==> config.mk <==
export PLATFORM = sky130hd
export DESIGN_NAME = add_inv_pipe
export DESIGN_NICKNAME = d
export VERILOG_FILES = /design/src/rtl/add_inv_pipe.sv
export SDC_FILE = /design/constraint.sdc
export NUM_CORES = 1
export LEC_CHECK = 0
export CAP_MARGIN = 10
export CORE_ASPECT_RATIO = 0.5
export CORE_MARGIN = 1
export CORE_UTILIZATION = 40
export DETAILED_ROUTE_END_ITERATION = 7
export PLACE_DENSITY_LB_ADDON = 0.15
export SLEW_MARGIN = 20
export SYNTH_ARGS = -nofsm -noshare
export SYNTH_HDL_FRONTEND = slang
export SYNTH_SLANG_ARGS = --single-unit
==> constraint.sdc <==
create_clock -name clk -period 3.4 [get_ports clk]
set_input_delay 0.51 -clock clk [delete_from_list [all_inputs] [get_ports clk]]
set_output_delay 0.51 -clock clk [all_outputs]
set_load 0.05 [all_outputs]
==> src/rtl/add_inv_pipe.sv <==
// ---------------------------------------------------------------------------
// add_inv_pipe
//   Multi-lane add / invert datapath in a 2-stage registered pipeline with
//   valid/ready flow control. Each lane combines A and B according to the
//   per-beat mode. Lanes are independent; no carry crosses a lane boundary.
//
//   Modes: 0 ADD    r = a+b            (SAT: clamp to all-ones on carry)
//          1 ADDINV r = a + ~(a+b)     (equals ~b, carry out reported)
//          2 SUB    r = a-b            (SAT: clamp to zero on borrow)
//          3 INV    r = ~a, carry 0
//
// Ports
//   clk        rising-edge clock
//   rst_n      asynchronous active-low reset
//   in_valid   input beat valid
//   in_ready   input beat accepted when in_valid & in_ready
//   mode       per-beat operation select
//   a, b       packed operands, lane 0 in the LSBs
//   out_valid  result beat valid
//   out_ready  consumer takes beat when out_valid & out_ready
//   z          packed result
//   carry      per-lane carry / borrow flag
// ---------------------------------------------------------------------------
module add_inv_pipe #(
    parameter int WIDTH = 8,
    parameter int LANES = 1,
    parameter int SAT   = 0
) (
    input  logic                   clk,
    input  logic                   rst_n,
    input  logic                   in_valid,
    output logic                   in_ready,
    input  logic [1:0]             mode,
    input  logic [LANES*WIDTH-1:0] a,
    input  logic [LANES*WIDTH-1:0] b,
    output logic                   out_valid,
    input  logic                   out_ready,
    output logic [LANES*WIDTH-1:0] z,
    output logic [LANES-1:0]       carry
);

    localparam logic [1:0] MODE_ADD    = 2'd0;
    localparam logic [1:0] MODE_ADDINV = 2'd1;
    localparam logic [1:0] MODE_SUB    = 2'd2;
    localparam logic [1:0] MODE_INV    = 2'd3;

    localparam int SW = WIDTH + 1;

    function automatic logic [WIDTH-1:0] sat_add(input logic [WIDTH-1:0] r, input logic c);
        return ((SAT != 0) && c) ? {WIDTH{1'b1}} : r;
    endfunction

    function automatic logic [WIDTH-1:0] sat_sub(input logic [WIDTH-1:0] r, input logic c);
        return ((SAT != 0) && c) ? {WIDTH{1'b0}} : r;
    endfunction

    logic [LANES*SW-1:0]    w_sum_p0;
    logic [LANES*WIDTH-1:0] w_z_p1;
    logic [LANES-1:0]       w_c_p1;
    logic                   w_s1_adv;
    logic                   w_s2_adv;

    logic [LANES*WIDTH-1:0] r_a_p1;
    logic [LANES*SW-1:0]    r_s_p1;
    logic [1:0]             r_mode_p1;
    logic                   r_vld_p1;

    logic [LANES*WIDTH-1:0] r_z_p2;
    logic [LANES-1:0]       r_c_p2;
    logic                   r_vld_p2;

    // A stage may load when it is empty or its contents move on this edge.
    assign w_s2_adv = !r_vld_p2 || out_ready;
    assign w_s1_adv = !r_vld_p1 || w_s2_adv;
    assign in_ready = w_s1_adv;

    genvar l;
    generate
        for (l = 0; l < LANES; l++) begin : g_lane
            logic [WIDTH-1:0] w_a;
            logic [WIDTH-1:0] w_sl;
            logic [WIDTH-1:0] w_b;
            logic [SW-1:0]    w_s;
            logic [WIDTH-1:0] w_r;
            logic             w_c;

            // ---- stage 0 -> 1 : full-width lane sum ----
            assign w_sum_p0[l*SW +: SW] = {1'b0, a[l*WIDTH +: WIDTH]} + {1'b0, b[l*WIDTH +: WIDTH]};

            // ---- stage 1 -> 2 : mode-dependent result ----
            assign w_a  = r_a_p1[l*WIDTH +: WIDTH];
            assign w_s  = r_s_p1[l*SW +: SW];
            assign w_sl = w_s[WIDTH-1:0];
            // b is not stored; it is recovered exactly from the wrapped sum.
            assign w_b  = w_sl - w_a;

            always_comb begin
                w_r = '0;
                w_c = 1'b0;
                unique case (r_mode_p1)
                    MODE_ADD: begin
                        w_c = w_s[WIDTH];
                        w_r = sat_add(w_sl, w_s[WIDTH]);
                    end
                    MODE_ADDINV: begin
                        {w_c, w_r} = {1'b0, w_a} + {1'b0, ~w_sl};
                    end
                    MODE_SUB: begin
                        w_c = (w_a < w_b);
                        w_r = sat_sub(w_a - w_b, w_a < w_b);
                    end
                    MODE_INV: begin
                        w_r = ~w_a;
                        w_c = 1'b0;
                    end
                    default: begin
                        w_r = '0;
                        w_c = 1'b0;
                    end
                endcase
            end

            assign w_z_p1[l*WIDTH +: WIDTH] = w_r;
            assign w_c_p1[l]                = w_c;
        end
    endgenerate

    // ---- stage 1 register: operand capture ----
    always_ff @(posedge clk) begin
        if (w_s1_adv && in_valid) begin
            r_a_p1    <= a;
            r_s_p1    <= w_sum_p0;
            r_mode_p1 <= mode;
        end
    end

    // ---- stage 1 valid and stage 2 output register ----
    always_ff @(posedge clk or negedge rst_n) begin
        if (!rst_n) begin
            r_vld_p1 <= 1'b0;
            r_vld_p2 <= 1'b0;
            r_z_p2   <= '0;
            r_c_p2   <= '0;
        end else begin
            if (w_s1_adv) begin
                r_vld_p1 <= in_valid;
            end
            if (w_s2_adv) begin
                r_vld_p2 <= r_vld_p1;
                // A bubble clears out_valid but leaves the last result visible.
                if (r_vld_p1) begin
                    r_z_p2 <= w_z_p1;
                    r_c_p2 <= w_c_p1;
                end
            end
        end
    end

    assign out_valid = r_vld_p2;
    assign z         = r_z_p2;
    assign carry     = r_c_p2;

endmodule
# After elaboration in Yosys (flattened, before gate mapping)
# Index checks and enable logic that the tools add are counted.
[op_classes]
bitwise_logic = 2
order_cmp = 1
addsub = 4
n_eq_ne = 3
n_reduce_logical = 7
mux = 2
[op_table]
columns = ["cell", "count"]
rows = [
  ["$pmux 8 s4", 1],
  ["$add 8x8->9", 2],
  ["$not 8->8", 2],
  ["$sub 8x8->8", 2],
  ["$lt 8x8->1", 1],
  ["$eq 2x2->1 const B", 2],
  ["$pmux 1 s4", 1],
  ["$eq 2x1->1 const B", 1],
  ["$logic_not 1->1", 2],
  ["$logic_not 2->1", 1],
  ["$logic_or 1x1->1", 2],
  ["$reduce_and 2->1", 1],
  ["$logic_and 1x1->1", 1],
]
[totals]
input_bits = 22
wordCells = 26
output_inout_bits = 11
ff_bits = 30

# Depth between registers and ports, before layout
# Gate-level depths: netlist of run 1.
[logic_depth]
depth_word = 4
depth_mapped = 15
mapped_depth_nobuf = 15

# Worst setup path after synthesis of run 1
# Ideal clock, no wire load.
[synth_timing]
path_kind = "register to register"
from = "register r_a_p1[1], in the netlist g_lane[0].w_a[1]"
to = "register r_z_p2[7], in the netlist z[7]"
path_stages_with_launch = 16
required_ns = 3.299
slack_ns = 0.502
t_arrival_ns = 2.798
path_buffers = 0
period_less_slack_ns = 2.898
path_cell_list = "edfxtp_1 inv_1 ha_1 and2b_2 o21ai_0 nand2_1 o211ai_1 nand2_1 xnor2_1 ha_1 or2_2 o22a_1 o31ai_4 mux2i_1 o2111ai_2 o311ai_2"
[synth_between]
elab_chain_cells = 3
word_cells_on_any_way = 4
classes_between = "add/sub (3); mux (1)"
[synth_lines]
columns = ["element", "line_no", "text"]
rows = [
  ["from (decl)", "63", "logic [LANES*WIDTH-1:0] r_a_p1;"],
  ["from (signal assigned)", "131", "r_a_p1 <= a;"],
  ["$sub 8x8->8", "95", "assign w_b = w_sl - w_a;"],
  ["$sub 8x8->8", "110", "w_r = sat_sub(w_a - w_b, w_a < w_b);"],
  ["$pmux 8 s4 (*)", "100", "unique case (r_mode_p1)"],
  ["to (signal assigned)", "152", "r_z_p2 <= w_z_p1;"],
  ["to (decl)", "68", "logic [LANES*WIDTH-1:0] r_z_p2;"],
]
# Every way passes the cells marked *; elsewhere a longest branch is shown, timed or not.
# A chain may end at the register's enable or synchronous reset.

# Worst setup path in the final report of run 1
[layout_timing]
from = "register r_s_p1[0], in the netlist g_lane[0].w_s[0]"
to = "register r_z_p2[7], in the netlist z[7]"
[layout_between]
elab_chain_cells = 3
word_cells_on_any_way = 5
classes_between = "add/sub (3); mux (1); bitwise (1)"
[layout_lines]
columns = ["element", "line_no", "text"]
rows = [
  ["from (decl)", "64", "logic [LANES*SW-1:0] r_s_p1;"],
  ["from (signal assigned)", "132", "r_s_p1 <= w_sum_p0;"],
  ["$sub 8x8->8 / $not 8->8 (equally long branches)", "95, 106", ""],
  ["$sub 8x8->8 / $add 8x8->9 (equally long branches)", "110, 106", ""],
  ["$pmux 8 s4 (*)", "100", ""],
]
# Marked as above.

==> metrics, run 1 <==
outcome complete, no violations; largest area contributor in the netlist edfxtp_1; Tmin final 3.120 ns; Reg area 845.8 um2; DP Wirelength 4217 um; largest vdd supply drop 230.3 uV; dominant cells by area after synthesis edfxtp_1 23%, ha_1 15%, dfrtp_1 11%; Max Cap Viol 0; Post-synth EDFFs 19; post-place instance area 0.002836 mm2; die area 0.006490 mm2; commonest non-fill, non-tap cell in the layout clkdlybuf4s50_1; initial antenna violation count 0; total global routing overflow 0; multi-input logic area 0.001478 mm2; pin count of the biggest net entering global routing 20; Initial DRT Pass Iterations 4; filler instances 544; sequential share of power 0.298; Unique masters post-synth 49; via count 1898; first-pass GRT wire length 8418 um; combinational share of power 0.456; sequential area share after synthesis 0.3437; area grow syn2layout 21.00%; DR DRC count 0; Final #Nets 339; RSZ-0062 raised after global routing no; initial detailed-routing violation count 148; syn_nets 308; endpoints failing hold 0; Setup TNS 0 ns; layout cells sized above 1 0.07018; DRT Wirelength 5177 um; Synth warnings 0; Peak Freq 320.5 MHz; Clk pin slew, worst setup/hold paths 0.05 ns; Slew HR 0.4362; synthesized area 0.002461 mm2; share of the synthesized area in the top cell type 0.2318; most frequent cells in the layout 32 x clkdlybuf4s50_1, 30 x ha_1, 27 x inv_1, 19 x edfxtp_1, 18 x a21oi_1; post-CTS setup buffers 0; Worst Setup End Kind flop; Pint 1.057 mW; Sink Count 30; power share of the clock group 0.245; Sw Share 0.3770; Row Count 19; gp weighted congestion 0.8619; Worst-Margin Slew 0.8457 ns; Die Wd 112.9 um; CTS root buffer clkbuf_16; Initial Util 0.4314; Final Cycle Share 0.9177; Final ANT Viol Nets 0; syn_area_per_cell 9.728 um2; Mapped Cells 253; cell leakage power 1.252 nW; worst min-delay path class flop to flop; vias per cell 5.302; max-slew violations 0; WP data required 3.58 ns; Max clock buf depth 2; Post-synth ARST share 0.3667; Synth Register Bits 30; Die Ht 57.47 um; H-tree depth 2; drt wl/cell 14.46 um; number of global-route vias before repair 1743; Final Instance Area 0.002978 mm2; prevailing post-synth register cell edfxtp_1; total CTS buffers 5; IO Port Bufs 32; clock skew 0.007678 ns; Setup Crit Path Kind flop to flop; Worst Path Arrival 3.30 ns; # diodes 0; gr usage total 0.1741; CP Max Fanout 4; Core Box Area 0.005705 mm2; clock network latency to the later pin of the worst-skew pair 0.28 ns; IO Count 33; Net Switching 0.6400 mW; Pwr Density 570.0 mW/mm2; setup violators final 0; CP Launch Type flop; CTS tree done
-- worst paths after layout --
check / startpoint / to / slack (ns) / cells past startpoint
max: g_lane[0].w_s[0] / z[7] / 0.28 / 14
min: z[3] / z[3] / 0.47 / 2
max reg2reg: g_lane[0].w_s[0] / z[7] / 0.28 / 14
min reg2reg: z[3] / z[3] / 0.47 / 2
max in group asynchronous: rst_n / z[2] / 2.50 / 1
min in group asynchronous: rst_n / z[6] / 0.57 / 1
-- power groups by stage --
| stage | registers (mW) | logic (mW) | clock network (mW) |
|---|---|---|---|
| 4_1_cts | 0.506 | 0.774 | 0.424 |
| 2_1_floorplan | 0.620 | 0.460 | 0 |
| 6_report | 0.506 | 0.775 | 0.417 |
| 3_5_place_dp | 0.512 | 0.771 | 0 |
| 3_3_place_gp | 0.510 | 0.754 | 0 |
| 5_1_grt | 0.514 | 0.847 | 0.442 |
-- per-stage QoR --
step           worst slack [ns]  utilization  power (mW)  cells  hold slack (ns)
6_report                 0.2797       0.5219       1.698    358           0.4712
2_1_floorplan            0.5019            -       1.080    253           0.2144
4_1_cts                  0.2223       0.5219       1.704    358           0.4767
5_1_grt                 0.03655       0.5219       1.804    358           0.4946
3_5_place_dp             0.2493       0.4971       1.284    350           0.4657
3_3_place_gp             0.3571       0.4971       1.265    350           0.4589
-- flip-flops by register name, summed over array words and instances (netlist names) --
signal	count
out_valid	1
carry	1
g_lane.w_s	9
z	8
r_mode_p1	2
r_vld_p1	1
g_lane.w_a	8
-- routing by layer --
metal  wire, um  share of wire  GRT usage
met5          0              0          0
met1       2827           0.55     0.2644
met3        381          0.074    0.05739
met2       1940           0.37     0.2275
met4         27         0.0052    0.05639
-- timing repair --
| item | CTS | global route |
|---|---|---|
| setup endpoints to repair | 0 | 1 |
| gates resized for setup | 0 | 1 |
| endpoints found under the hold margin | 0 | 0 |
| hold buffers | 0 | 0 |
-- cell usage after synthesis, types with 6 or more instances --
library cell	number
inv_1	27
o21ai_0	18
nor2_1	16
nor3_1	6
xnor2_1	16
ha_1	30
dfrtp_1	11
nand2b_1	6
a21oi_1	18
edfxtp_1	19
nor2b_1	6
nand2_1	15
-- worst max-delay path: stages, from the launching register on --
cell       delay (ns)
edfxtp_1         0.41
inv_1            0.08
ha_1             0.18
inv_1            0.06
fa_1             0.42
a21o_1           0.18
a21oi_1          0.21
xnor2_1          0.10
ha_1             0.22
or2_2            0.35
o22a_1           0.23
o31ai_4          0.07
mux2i_1          0.24
o2111ai_2        0.16
o311ai_2         0.12
-- area by class of cell --
class | count | share of cell area
Timing Repair Buffer | 32 | 0.1076
Clock inverter | 3 | 0.005462
Tap cell | 73 | 0.03067
Inverter | 27 | 0.03403
Clock buffer | 5 | 0.04202
Multi-Input combinational cell | 188 | 0.4962
Sequential cell | 30 | 0.2840
-- cells by family after synthesis --
group / synth area share
AOI/OAI and AO/OA: 0.1896
xor gates and xnor gates: 0.06406
adders and majority gates: 0.1769
buffers and inverters: 0.05592
DFF: 0.3437
muxes: 0.04830
and+or+nand+nor: 0.1215
No activity file was read; power rests on OpenSTA's default activity.
==> run 2, diff against run 1 <==
- ABC_AREA: not set -> 1
==> run 2 against run 1 <==
Routed wire length is 16% higher; register-to-register slack better by 0.19 ns; via count is 18% higher; sequential power is 3% higher; cell count is 28% higher; die area is 3.9% higher; combinational power is 17% higher; largest cell class unchanged.
==> metrics, run 2 <==
outcome complete, no violations; gp weighted congestion 0.9253 (+7.4%); Unique masters post-synth 32 (-35%); top cells by count, synth 94 x nand2_1, 57 x inv_1, 33 x a21oi_1; total CTS buffers 5 (unchanged); Core Box Area 0.006131 mm2 (+7.5%); commonest non-fill, non-tap cell in the layout nand2_1; Pint 1.065 mW (+0.67%); max-slew violations 0 (unchanged); DRT Wirelength 5992 um (+16%); IO Port Bufs 32 (unchanged); Util after Layout 0.5076 (-0.01438); CTS tree done; synthesized area 0.002559 mm2 (+4.0%); syn_area_per_cell 7.684 um2 (-21%); syn_nets 388 (+26%); largest area contributor in the netlist edfxtp_1; endpoints failing hold 0 (unchanged); most frequent cells in the layout 94 x nand2_1, 57 x inv_1, 33 x a21oi_1, 32 x clkdlybuf4s50_1, 30 x ha_1; Setup Crit Path Kind flop to flop; initial detailed-routing violation count 91 (-39%); Final #Nets 425 (+25%); initial antenna violation count 0 (unchanged); Sw Share 0.4204 (+0.04332); Post-synth ARST share 0.3667 (unchanged); sequential area share after synthesis 0.3306 (-0.01311); RSZ-0062 raised after global routing no; power share of the clock group 0.223 (-0.022); Tmin final 2.932 ns (-0.1885 ns); drt wl/cell 13.05 um (-9.7%); WL met2 2426 um (+25%); DR WL met3 278 um (-27%); Hold-fix buffers, CTS 0 (unchanged); Final ANT Viol Nets 0 (unchanged); Post-synth EDFFs 19 (unchanged); gr usage total 0.1952 (+0.02117); sequential share of power 0.283 (-0.015); Die Wd 115.1 um (+1.9%); # diodes 0 (unchanged); clock network latency to the later pin of the worst-skew pair 0.27 ns (about the same); flip-flop count of the largest register after layout 9 (unchanged); IO Count 33 (unchanged); pin count of the biggest net entering global routing 20 (unchanged); CTS root buffer clkbuf_16; Row Count 20 (+1); Worst Setup End Kind flop; combinational share of power 0.494 (+0.038); Initial DRT Pass Iterations 4 (unchanged); setup violators final 0 (unchanged); cell leakage power 1.552 nW (+24%); Mapped Cells 333 (+32%); WP data required 3.56 ns (-0.02 ns); clock skew 0.002888 ns (-0.004790 ns); Hold Slack 0.4764 ns (+0.005113 ns); layout cells sized above 1 0.05121 (-0.01896); vias per cell 4.895 (-7.7%); post-CTS setup buffers 0 (unchanged); reg2reg setup slack 0.47 ns (+0.19 ns); post-place instance area 0.002970 mm2 (+4.7%); Net Switching 0.7720 mW (+21%); multi-input logic area 0.001469 mm2 (-0.59%); via count 2247 (+18%); Die Ht 58.56 um (+1.9%); Clk pin slew, worst setup/hold paths 0.05 ns (about the same); Slew HR 0.5176 (+0.08143); Pwr Density 590.2 mW/mm2 (+3.5%); filler instances 578 (+6.3%); most numerous cell in the Yosys netlist nand2_1; CP Launch Type flop; Initial Util 0.4173 (-0.01401); Pwr Total 1.837 mW (+8.2%); Worst Path Arrival 3.09 ns (-0.21 ns); Sink Count 30 (unchanged); Final Cycle Share 0.8623 (-0.05543); DP Wirelength 4920 um (+17%); dominant cells by area after synthesis edfxtp_1 22%, ha_1 15%, nand2_1 14%; prevailing post-synth register cell edfxtp_1; Max Cap Viol 0 (unchanged); number of global-route vias before repair 2123 (+22%); worst min-delay path class flop to flop; total global routing overflow 0 (unchanged); Worst-Margin Slew 0.7227 ns (-0.1229 ns); die area 0.006740 mm2 (+3.9%); share of the synthesized area in the top cell type 0.2230 (-0.008842); Reg area 845.8 um2 (unchanged); Synth warnings 0 (unchanged); Setup TNS 0 ns (unchanged); max layer used met4; DR DRC count 0 (unchanged); post-cts resize count 0 (unchanged); CP Max Fanout 6 (+2); area grow syn2layout 21.61%; Final Instance Area 0.003112 mm2 (+4.5%); largest vdd supply drop 269.3 uV (+17%); first-pass GRT wire length 9908 um (+18%); Synth Register Bits 30 (unchanged); H-tree depth 2 (unchanged); Max clock buf depth 2 (unchanged); Peak Freq 341.1 MHz (+6.4%); M1 WL 3202 um (+13%)
-- run 2: per-stage QoR --
step,setup slack (ns),std cells
after floorplan,0.7624,333
after global placement,0.5775,451
after detailed placement,0.4940,451
after CTS,0.4759,459
after global routing,0.1969,459
final,0.4682,459
-- run 2: worst paths after layout --
path / start / endpoint / cells after the start
hold reg to reg: z[6] / z[6] / 2
setup reg to reg: g_lane[0].w_s[0] / z[7] / 18
min in group asynchronous: rst_n / z[2] / 1
hold / removal: z[6] / z[6] / 2
setup / recovery: g_lane[0].w_s[0] / z[7] / 18
max in group asynchronous: rst_n / r_vld_p1 / 1
-- run 2: layout make-up --
cell class,instances,area share
well taps,88,0.03538
repair buffers,32,0.1029
multi-input cells,241,0.4721
flip-flops and latches,30,0.2718
clock inverters,3,0.005227
clock buffers,5,0.04021
inverters,60,0.07238
-- run 2: kinds of logic (layout without fill, tap and decap cells) --
kind of cell | after synthesis | count (layout) | synth area share
simple gates | 137 | 137 | 0.2284
flops | 30 | 30 | 0.3306
buf+inv | 62 | 100 | 0.09536
compound gates | 57 | 57 | 0.1276
fa+ha+maj | 33 | 33 | 0.1702
xor+xnor | 14 | 14 | 0.04792
-- run 2: critical path, cell delays in order (launching register included) --
cell	delay, ns
edfxtp_1	0.43
inv_1	0.08
ha_1	0.20
inv_1	0.07
fa_1	0.44
inv_1	0.12
o21ai_2	0.08
a21oi_1	0.14
o21bai_1	0.09
xor2_1	0.15
ha_1	0.35
nand2_1	0.10
inv_1	0.05
a21oi_1	0.17
nand3_1	0.09
nand3_1	0.09
nand3_1	0.07
nand2_1	0.06
nand2_1	0.05
-- run 2: metal layers --
| layer | GRT usage | vias up |
|---|---|---|
| met5 | 0 | - |
| met4 | 0.06865 | 0 |
| met3 | 0.03605 | 8 |
| met2 | 0.3029 | 52 |
| met1 | 0.2754 | 1025 |
| li1 | - | 1162 |
-- run 2: power by group through the flow --
stage	logic, mW	registers (mW)	clock network (mW)
5_1_grt	1.01	0.527	0.437
3_3_place_gp	0.894	0.524	0
3_5_place_dp	0.900	0.525	0
6_report	0.906	0.520	0.410
2_1_floorplan	0.517	0.661	0
4_1_cts	0.905	0.519	0.419
